### src/rtl/rgb_to_ycbcr.sv
// ---------------------------------------------------------------------------
// rgb_to_ycbcr
//
// Purpose:
//   Converts a 24-bit RGB pixel stream to full-range BT.601 YCbCr.
//   - Three register stages: nine products, then three rounded sums, then
//     shift, chroma offset and clamp into the output register.
//   - Ready/valid backpressure: the whole pipe shifts or holds as one.
//   - Forwards the 36-bit control (frame-size) word.
//   - Tracks the output-side x/y position and pulses frame_end on the
//     last pixel of each frame.
//
// Parameters:
//   PIPE_STAGES  conversion latency in accepted cycles (only 3 is supported)
//   COEF_FRAC    fractional bits of the integer coefficients (8)
//
// Ports:
//   clk                clock
//   rst                synchronous active-high reset
//   video_in_data      {R[23:16], G[15:8], B[7:0]}
//   video_in_valid     input pixel valid
//   video_in_ready     input pixel accepted when valid & ready
//   video_out_data     {Y[23:16], Cb[15:8], Cr[7:0]}
//   video_out_valid    output pixel valid
//   video_out_ready    downstream accepts
//   control_in_data    width[35:20], height[19:4], [3:0] reserved
//   control_in_valid   control word strobe
//   control_out_data   forwarded control word
//   control_out_valid  forwarded strobe (1-cycle pulse)
//   frame_end          1-cycle pulse after the last pixel of a frame leaves
//   bypass             (only with RGB2YCC_BYPASS_EN) pass pixel unconverted
//
// Optional feature macro: RGB2YCC_BYPASS_EN
//   When defined, adds the bypass input. A pixel accepted with bypass = 1
//   leaves unchanged with the same latency as converted pixels.
// ---------------------------------------------------------------------------
`timescale 1ns/1ps

module rgb_to_ycbcr #(
  parameter int PIPE_STAGES = 3,
  parameter int COEF_FRAC   = 8
) (
  input  logic        clk,
  input  logic        rst,
  input  logic [23:0] video_in_data,
  input  logic        video_in_valid,
  output logic        video_in_ready,
  output logic [23:0] video_out_data,
  output logic        video_out_valid,
  input  logic        video_out_ready,
  input  logic [35:0] control_in_data,
  input  logic        control_in_valid,
  output logic [35:0] control_out_data,
  output logic        control_out_valid,
  output logic        frame_end
`ifdef RGB2YCC_BYPASS_EN
  ,
  input  logic        bypass
`endif
);

  // Sums need 19 signed bits at least; 20 leaves headroom for the rounding.
  localparam int SUM_W = 20;
  localparam logic signed [SUM_W-1:0] ROUND = SUM_W'(1) << (COEF_FRAC - 1);
  localparam logic signed [SUM_W-1:0] MAX8  = SUM_W'(255);

  // Row-major: Y row, Cb row, Cr row; columns R, G, B.
  localparam logic signed [8:0] COEF [9] = '{
    9'sd77,   9'sd150,  9'sd29,
    -9'sd43,  -9'sd85,  9'sd128,
    9'sd128,  -9'sd107, -9'sd21
  };

  // Sign-extend a 17-bit product to the sum width.
  function automatic logic signed [SUM_W-1:0] sx(input logic signed [16:0] v);
    return {{(SUM_W-17){v[16]}}, v};
  endfunction

  // -------------------------------------------------------------------------
  // Pipeline enable: the whole pipe moves when the output slot is free or
  // being taken. Bubbles are not collapsed, so latency is always fixed.
  // -------------------------------------------------------------------------
  logic                   en;
  logic [PIPE_STAGES-1:0] valid_pipe_reg;

  assign en              = ~valid_pipe_reg[PIPE_STAGES-1] | video_out_ready;
  assign video_in_ready  = en;
  assign video_out_valid = valid_pipe_reg[PIPE_STAGES-1];

  // The datapath below is built for exactly three register stages; the
  // valid shift register mirrors that depth.
  always_ff @(posedge clk) begin
    if (rst) begin
      valid_pipe_reg <= '0;
    end else if (en) begin
      valid_pipe_reg <= {valid_pipe_reg[PIPE_STAGES-2:0], video_in_valid};
    end
  end

  // -------------------------------------------------------------------------
  // Stage 1: nine products. Operands are widened to 17 bits so the signed
  // multiply is evaluated at the product width.
  // -------------------------------------------------------------------------
  genvar gi;
  generate
    for (gi = 0; gi < 9; gi++) begin : g_mul
      logic signed [16:0] coef_ext;
      logic signed [16:0] pix_ext;
      logic signed [16:0] prod_reg;

      assign coef_ext = {{8{COEF[gi][8]}}, COEF[gi]};
      assign pix_ext  = {9'd0, video_in_data[23-8*(gi%3) -: 8]};

      always_ff @(posedge clk) begin
        if (rst) begin
          prod_reg <= '0;
        end else if (en) begin
          prod_reg <= coef_ext * pix_ext;
        end
      end
    end
  endgenerate

  // -------------------------------------------------------------------------
  // Stage 2: three rounded sums.
  // -------------------------------------------------------------------------
  generate
    for (gi = 0; gi < 3; gi++) begin : g_sum
      logic signed [SUM_W-1:0] sum_reg;

      always_ff @(posedge clk) begin
        if (rst) begin
          sum_reg <= '0;
        end else if (en) begin
          sum_reg <= sx(g_mul[3*gi].prod_reg) + sx(g_mul[3*gi+1].prod_reg)
                   + sx(g_mul[3*gi+2].prod_reg) + ROUND;
        end
      end
    end
  endgenerate

  // -------------------------------------------------------------------------
  // Stage 3 (combinational part): arithmetic shift, chroma offset, then
  // clamp. The clamp comes after the offset so Cb/Cr saturate at 0 and 255.
  // -------------------------------------------------------------------------
  generate
    for (gi = 0; gi < 3; gi++) begin : g_out
      localparam logic signed [SUM_W-1:0] OFFS = (gi == 0) ? SUM_W'(0) : SUM_W'(128);
      logic signed [SUM_W-1:0] scaled;
      logic [7:0]              pix;

      assign scaled = (g_sum[gi].sum_reg >>> COEF_FRAC) + OFFS;

      always_comb begin
        pix = scaled[7:0];
        if (scaled[SUM_W-1]) begin
          pix = 8'd0;
        end else if (scaled > MAX8) begin
          pix = 8'hFF;
        end
      end
    end
  endgenerate

  logic [23:0] conv_data;
  logic [23:0] out_data_reg;

  assign conv_data      = {g_out[0].pix, g_out[1].pix, g_out[2].pix};
  assign video_out_data = out_data_reg;

`ifdef RGB2YCC_BYPASS_EN
  // The raw pixel and its bypass tag travel beside the arithmetic stages.
  logic [1:0]  byp_flag_reg;
  logic [23:0] byp_data1_reg;
  logic [23:0] byp_data2_reg;

  always_ff @(posedge clk) begin
    if (rst) begin
      byp_flag_reg  <= '0;
      byp_data1_reg <= '0;
      byp_data2_reg <= '0;
    end else if (en) begin
      byp_flag_reg  <= {byp_flag_reg[0], bypass};
      byp_data1_reg <= video_in_data;
      byp_data2_reg <= byp_data1_reg;
    end
  end

  always_ff @(posedge clk) begin
    if (rst) begin
      out_data_reg <= '0;
    end else if (en) begin
      out_data_reg <= byp_flag_reg[1] ? byp_data2_reg : conv_data;
    end
  end
`else
  always_ff @(posedge clk) begin
    if (rst) begin
      out_data_reg <= '0;
    end else if (en) begin
      out_data_reg <= conv_data;
    end
  end
`endif

  // -------------------------------------------------------------------------
  // Control word: latch frame size and forward the word one cycle later,
  // regardless of video stalls.
  // -------------------------------------------------------------------------
  logic [15:0] width_reg;
  logic [15:0] height_reg;
  logic [35:0] ctrl_data_reg;
  logic        ctrl_valid_reg;

  assign control_out_data  = ctrl_data_reg;
  assign control_out_valid = ctrl_valid_reg;

  always_ff @(posedge clk) begin
    if (rst) begin
      width_reg      <= '0;
      height_reg     <= '0;
      ctrl_data_reg  <= '0;
      ctrl_valid_reg <= 1'b0;
    end else begin
      ctrl_valid_reg <= control_in_valid;
      if (control_in_valid) begin
        width_reg     <= control_in_data[35:20];
        height_reg    <= control_in_data[19:4];
        ctrl_data_reg <= control_in_data;
      end
    end
  end

  // -------------------------------------------------------------------------
  // Output position counters and frame_end. A new control word restarts the
  // frame and takes priority over a simultaneous output handshake, which is
  // then left uncounted. A zero width or height freezes the counters.
  // -------------------------------------------------------------------------
  logic [15:0] x_cnt_reg;
  logic [15:0] y_cnt_reg;
  logic        frame_end_reg;
  logic        out_hs;
  logic        size_ok;
  logic        x_last;
  logic        y_last;

  assign out_hs    = valid_pipe_reg[PIPE_STAGES-1] & video_out_ready;
  assign size_ok   = (width_reg != 16'd0) && (height_reg != 16'd0);
  assign x_last    = (x_cnt_reg == width_reg - 16'd1);
  assign y_last    = (y_cnt_reg == height_reg - 16'd1);
  assign frame_end = frame_end_reg;

  always_ff @(posedge clk) begin
    if (rst) begin
      x_cnt_reg     <= '0;
      y_cnt_reg     <= '0;
      frame_end_reg <= 1'b0;
    end else if (control_in_valid) begin
      x_cnt_reg     <= '0;
      y_cnt_reg     <= '0;
      frame_end_reg <= 1'b0;
    end else if (out_hs && size_ok) begin
      frame_end_reg <= x_last && y_last;
      if (x_last) begin
        x_cnt_reg <= '0;
        y_cnt_reg <= y_last ? 16'd0 : y_cnt_reg + 16'd1;
      end else begin
        x_cnt_reg <= x_cnt_reg + 16'd1;
      end
    end else begin
      frame_end_reg <= 1'b0;
    end
  end

endmodule

### config.mk
export PLATFORM = sky130hd
export DESIGN_NAME = rgb_to_ycbcr
export DESIGN_NICKNAME = d
export VERILOG_FILES = /design/src/rtl/rgb_to_ycbcr.sv
export SDC_FILE = /design/constraint.sdc
export NUM_CORES = 1
export LEC_CHECK = 0
export CAP_MARGIN = 20
export CORE_MARGIN = 8
export CORE_UTILIZATION = 55
export CTS_CLUSTER_DIAMETER = 50
export DETAILED_ROUTE_END_ITERATION = 12
export PLACE_DENSITY = 0.86
export REMOVE_ABC_BUFFERS = 1
export SLEW_MARGIN = 10
export SYNTH_ARGS = -nofsm -noshare
export SYNTH_HDL_FRONTEND = slang
export SYNTH_SLANG_ARGS = --single-unit
### constraint.sdc
create_clock -name clk -period 4.1 [get_ports clk]
set_input_delay 0.82 -clock clk [delete_from_list [all_inputs] [get_ports clk]]
set_output_delay 0.82 -clock clk [all_outputs]
set_load 0.1 [all_outputs]
* After elaboration in Yosys (flattened, before gate mapping)
Index checks and enable logic that the tools add are counted.
W data, S select, Z words.
** Storage, ports and cells
- Register bits after elaboration :: 313
- Bits of input ports :: 65
- Output and inout bits :: 64
- Word-level logic and storage cells :: 68
** Operators by class
- Add/subtract/negate cells :: 15
- $mul :: 7
- $lt $le $gt $ge :: 3
- Eq/ne operators :: 2
- Multiplexer cells :: 8
- Bitwise operators :: 4
- Reduce and logical (&&, ||, !) cells :: 8
** Operators with widths (count)
- $mux W8 :: 6
- $add A19 B9 Y20 const B :: 2
- $add A16 B17 Y18 :: 2
- $mul A8 B9 Y17 const A :: 2
- $add A16 B1 Y16 const B :: 2
- $eq A16 B16 Y1 :: 2
- $mux W16 :: 2
- $reduce_bool A16 Y1 :: 2
- $sub A16 B1 Y16 const B :: 2
- $mul A7 B8 Y15 const A :: 2
- $add A12 B9 Y13 const B :: 2
- $gt A13 B9 Y1 const B :: 2
- $add A18 B15 Y19 :: 1
- $add A18 B16 Y19 :: 1
- $add A18 B8 Y19 const B :: 1
- $add A17 B13 Y18 :: 1
- $add A15 B16 Y17 :: 1
- $mul A7 B9 Y16 const A :: 1
- $mul A6 B9 Y15 const A :: 1
- $mul A5 B8 Y13 const A :: 1
- $gt A12 B9 Y1 const B :: 1
- $logic_and A1 B1 Y1 :: 3
- $reduce_or A3 Y1 :: 1
- $not A1 Y1 :: 2
- 4 further kinds :: 4

* Logic depth before layout (Yosys ltp)
- Depth in word-level cells :: 5
- Gate-level depth with buffers :: 16
- Depth with buffers taken out :: 16

* Worst setup path before layout
No wires, ideal clock.
- Path type :: input-to-reg
- Start point :: input video_in_data[1]
- End point :: register, netlist name g_mul[8].prod_reg[14]
- Setup time :: 0.091 ns
- Arrival time :: 4.296 ns
- Required time :: 4.009 ns
- Setup slack :: -0.287 ns
- Stages on the path :: 14
- Buffers on the path :: 0
- Path through :: inv_1 > ha_1 > fa_1 > fa_1 > ha_1 > ha_1 > nor2b_1 > o21ai_0 > a21boi_0 > o21ai_0 > a21oi_1 > o21a_1 > or4_1 > a311oi_1
** Between the ends
- Longest elaborated chain between the ends :: 1
** RTL lines
- from (decl) :: line 45 : input logic [23:0] video_in_data,
- $mul A6 B9 Y15 :: line 118 : prod_reg <= coef_ext * pix_ext;
No other way between the ends.
A chain may end at the register's enable or synchronous reset.

* Worst setup path after layout
- Start point :: input video_in_data[21]
- End point :: register g_mul[0].prod_reg[11]
** Between the ends
- Longest elaborated chain between the ends :: 1
** RTL lines
- $mul A7 B8 Y15 :: line 118
- to (signal assigned) :: line 118
- to (decl) :: line 109 : logic signed [16:0] prod_reg;
No other way between the ends.

==> metrics.md <==
| Metric | Value |
|---|---|
| Global Route Usage Sum | 0.2489 |
| Seq/Total Area, Yosys | 0.2430 |
| Seq pwr share | 0.237 |
| Vias post-DR | 17,610 |
| Internal Power | roughly 8.0 mW |
| Fmax | 248.2 MHz |
| GPL Wtd Cong | 0.9059 |
| Core Area | approximately 36,000 um2 |
| Synth area leader | dfxtp_1 |
| Synth Area in XOR/XNOR | 0.06212 |
| Complex-gate fraction of the synthesized area | 0.1368 |
| Endpoints failing hold | 0 |
| Grt total ovfl | 0 |
| Initial Utilization | 0.5521 |
| FP Rows | 70 |
| Post-synthesis cell count | 2,284 |
| Avg Inst Size Synth | about 8.8 um2 |
| Die Wd | about 210 um |
| DRC viols | 0 |
| Antenna violation net count after detailed routing | 0 |
| CP Capture Type | flop |
| Largest net degree at the start of global routing | 159 |
| Clk_lat worst skew | between 500 and 600 ps |
| Antenna cells | 0 |
| Sequential Area | just under 5000 um2 |
| Synth Area in Simple Gates | 0.1360 |
| First-pass GRT wire length | between 80,000 and 90,000 um |
| Vias in the first global route | around 18,000 |
| Pre-Repair DR Iteration Count | 7 |
| Final setup TNS | 0 ps |
| Most frequent cells in the layout | ha_1, nand2_1, inv_1 |
| Post-place setup slack | -1156 ps |
| CTS tree | done |
| Sw Pwr | 5.936 mW |
| Critical path type | primary input to flop |
| Root Driver | clkbuf_16 |
| Pwr dens | 571.1 nW/um2 |
| CP arrival | 4520 ps |
| Min Tclk post-route | between 4000 and 5000 ps |
| Port bufs | approximately 130 |
| Area Growth Syn to Fin | 21.96% |
| Syn Std Cell Area | 20,020 um2 |
| GR peak layer | met2 |
| Max-slew violation count | 0 |
| Clk buf depth | 3 |
| Outcome | complete, no violations |
| Synth Register Bits | approximately 240 |
| Setup-failing EPs final | 0 |
| CTS H-tree lvls | 1 |
| Switching Share | 0.4257 |
| Clock Sink Count | roughly 240 |
| Layout cells sized above 1 | 0.1325 |
| Main synth FF type | dfxtp_1 |
| Multi-input logic area | between 10,000 and 15,000 um2 |
| Met1 Usage GRT | 0.2749 |
| Final clock skew | approximately 12 ps |
| Fin crit share | 0.9827 |
| I/O pin count | between 100 and 150 |
| Post-synthesis cell type count | between 70 and 80 |
| Initial antenna violation count | 0 |
| Clock transition at path regs | 60 ps |
| Max_cap viols | 0 |
| Average routed wire per standard cell | approximately 18 um |
| Mux cell area share after synthesis | 0.02100 |
| Layout Cell Area excl Fill | between 20,000 and 25,000 um2 |
| Setup crit start kind | primary input |
| Commonest non-fill, non-tap cell in the layout | ha_1 |
| Peak VDD IR | ~0.36 mV |
| Iter 0 DRT Violations | roughly 1,100 |
| Synth warn | 0 |
| Area fraction of the dominant cell type after synthesis | 0.2430 |
| Async S/R FF share, synth | 0 |
| Critical Path Fanout Max | 2 |
| Setup WS post-layout | 70.91 ps |
| Routing usage on met3 | 0.03464 |
| Leakage | around 12 nW |
| Total wire length | 54,410 um |
| Die H | approximately 210 um |
| Final net count | 3,093 |
| Post-Synth Adder-Cell Area | 0.3346 |
| M2 GR Usage | 0.4532 |
| Largest family of logic cells by synthesized area | adder cells |
| Logic pwr share | 0.568 |
| Worst EP required | around 4600 ps |
| Worst Hold Class | flop to flop |
| DPL Wire Length | 40,740 um |
| Vias/cell | roughly 5.8 |
| Placed cell area | 22,980 um2 |
| TritonCTS buffer count | 28 |
| Clock share of power | 0.195 |
| Slew headroom | 0.2910 |
| Main area contributors after synthesis | dfxtp_1, ha_1, fa_1, nand2_1, a21oi_1 |
| Filler Cells Inserted | ~2,600 |
| Die area | around 43,000 um2 |
| Worst Tran Pin Value | ~1100 ps |
| Number of enable flip-flop cells after synthesis | 0 |
| Max reg flops | about 110 |
-- layer usage --
layer	wire length, um	up-vias
met3	3222	197
met5	0	-
met1	20900	8505
li1	-	8334
met2	26950	578
met4	3334	0
-- cells in the mapped netlist (6+ instances only) --
library cell,count
a21o_1,34
xor2_1,58
nand2b_1,9
o22ai_1,8
o21ai_0,66
clkbuf_1,72
nor4_1,12
or3_1,22
nor3_1,31
nor2_1,126
a21oi_1,199
o211ai_1,8
buf_2,6
nand3_1,46
a31oi_1,10
o21bai_1,20
nand2_1,273
mux2i_1,42
nor2b_1,7
dfxtp_1,243
inv_1,257
xnor2_1,84
a211oi_1,25
or4_1,8
ha_1,377
and3_1,13
fa_1,99
o21a_1,7
nand4_1,27
-- what timing repair did --
action,CTS,global route
endpoints found under the setup margin,33,38
setup buffers,6,3
gates resized for setup,63,51
hold buffers,0,0
pin swaps,28,36
-- per-stage QoR --
stage                     utilization  power [mW]  hold WS, ps  std cells
final                          0.6734       13.94        448.9       3042
after detailed placement       0.6337       10.76        441.0       2981
after floorplan                     -       8.211        421.9       2197
after global placement         0.6337       10.36        436.5       2981
after global routing           0.6734       14.87        473.3       3042
after CTS                      0.6681       13.75        449.4       3039
-- critical path: stages --
cell,delay [ps]
clkdlybuf4s50_1,490
ha_1,240
ha_1,280
inv_1,50
fa_1,490
fa_1,540
inv_1,50
ha_1,300
buf_4,120
inv_1,30
o21bai_1,210
a21oi_2,130
o21bai_2,210
a21oi_2,80
or4_1,390
nand3_1,80
-- area by class of cell --
class | count | area share
flip-flops and latches | 243 | 0.1992
repair buffers | 325 | 0.1146
clock buffers | 37 | 0.03259
inverters | 258 | 0.03976
clock inverters | 15 | 0.008762
well taps | 468 | 0.02398
multi-input cells | 1696 | 0.5811
-- cells by family after synthesis --
group | count (synthesis)
buf+inv | 345
flops | 243
simple gates | 598
mux | 42
xor+xnor | 142
compound gates | 438
fa+ha+maj | 476
-- path summary, 6_finish.rpt --
| path | depth (start not counted) | slack (ps) | from | end |
|---|---|---|---|---|
| worst min register to register | 2 | 450 | g_sum[0].sum_reg[17]$_SDFFE_PP0P_ | g_sum[0].sum_reg[17]$_SDFFE_PP0P_ |
| worst max-delay path | 16 | 70 | video_in_data[21] | g_mul[0].prod_reg[11]$_SDFFE_PP0P_ |
| worst max register to register | 13 | 230 | g_mul[3].prod_reg[7]$_SDFFE_PP0P_ | g_sum[1].sum_reg[18]$_SDFFE_PP0P_ |
| worst min-delay path | 2 | 450 | g_sum[0].sum_reg[17]$_SDFFE_PP0P_ | g_sum[0].sum_reg[17]$_SDFFE_PP0P_ |
-- power by group through the flow --
stage,logic (mW),registers (mW),clock network (mW)
after floorplan,4.41,3.80,0
after global placement,7.05,3.31,0
after detailed placement,7.43,3.33,0
after CTS,7.72,3.29,2.74
after global routing,8.67,3.36,2.84
final,7.93,3.30,2.72
No activity file was read; power rests on OpenSTA's default activity.
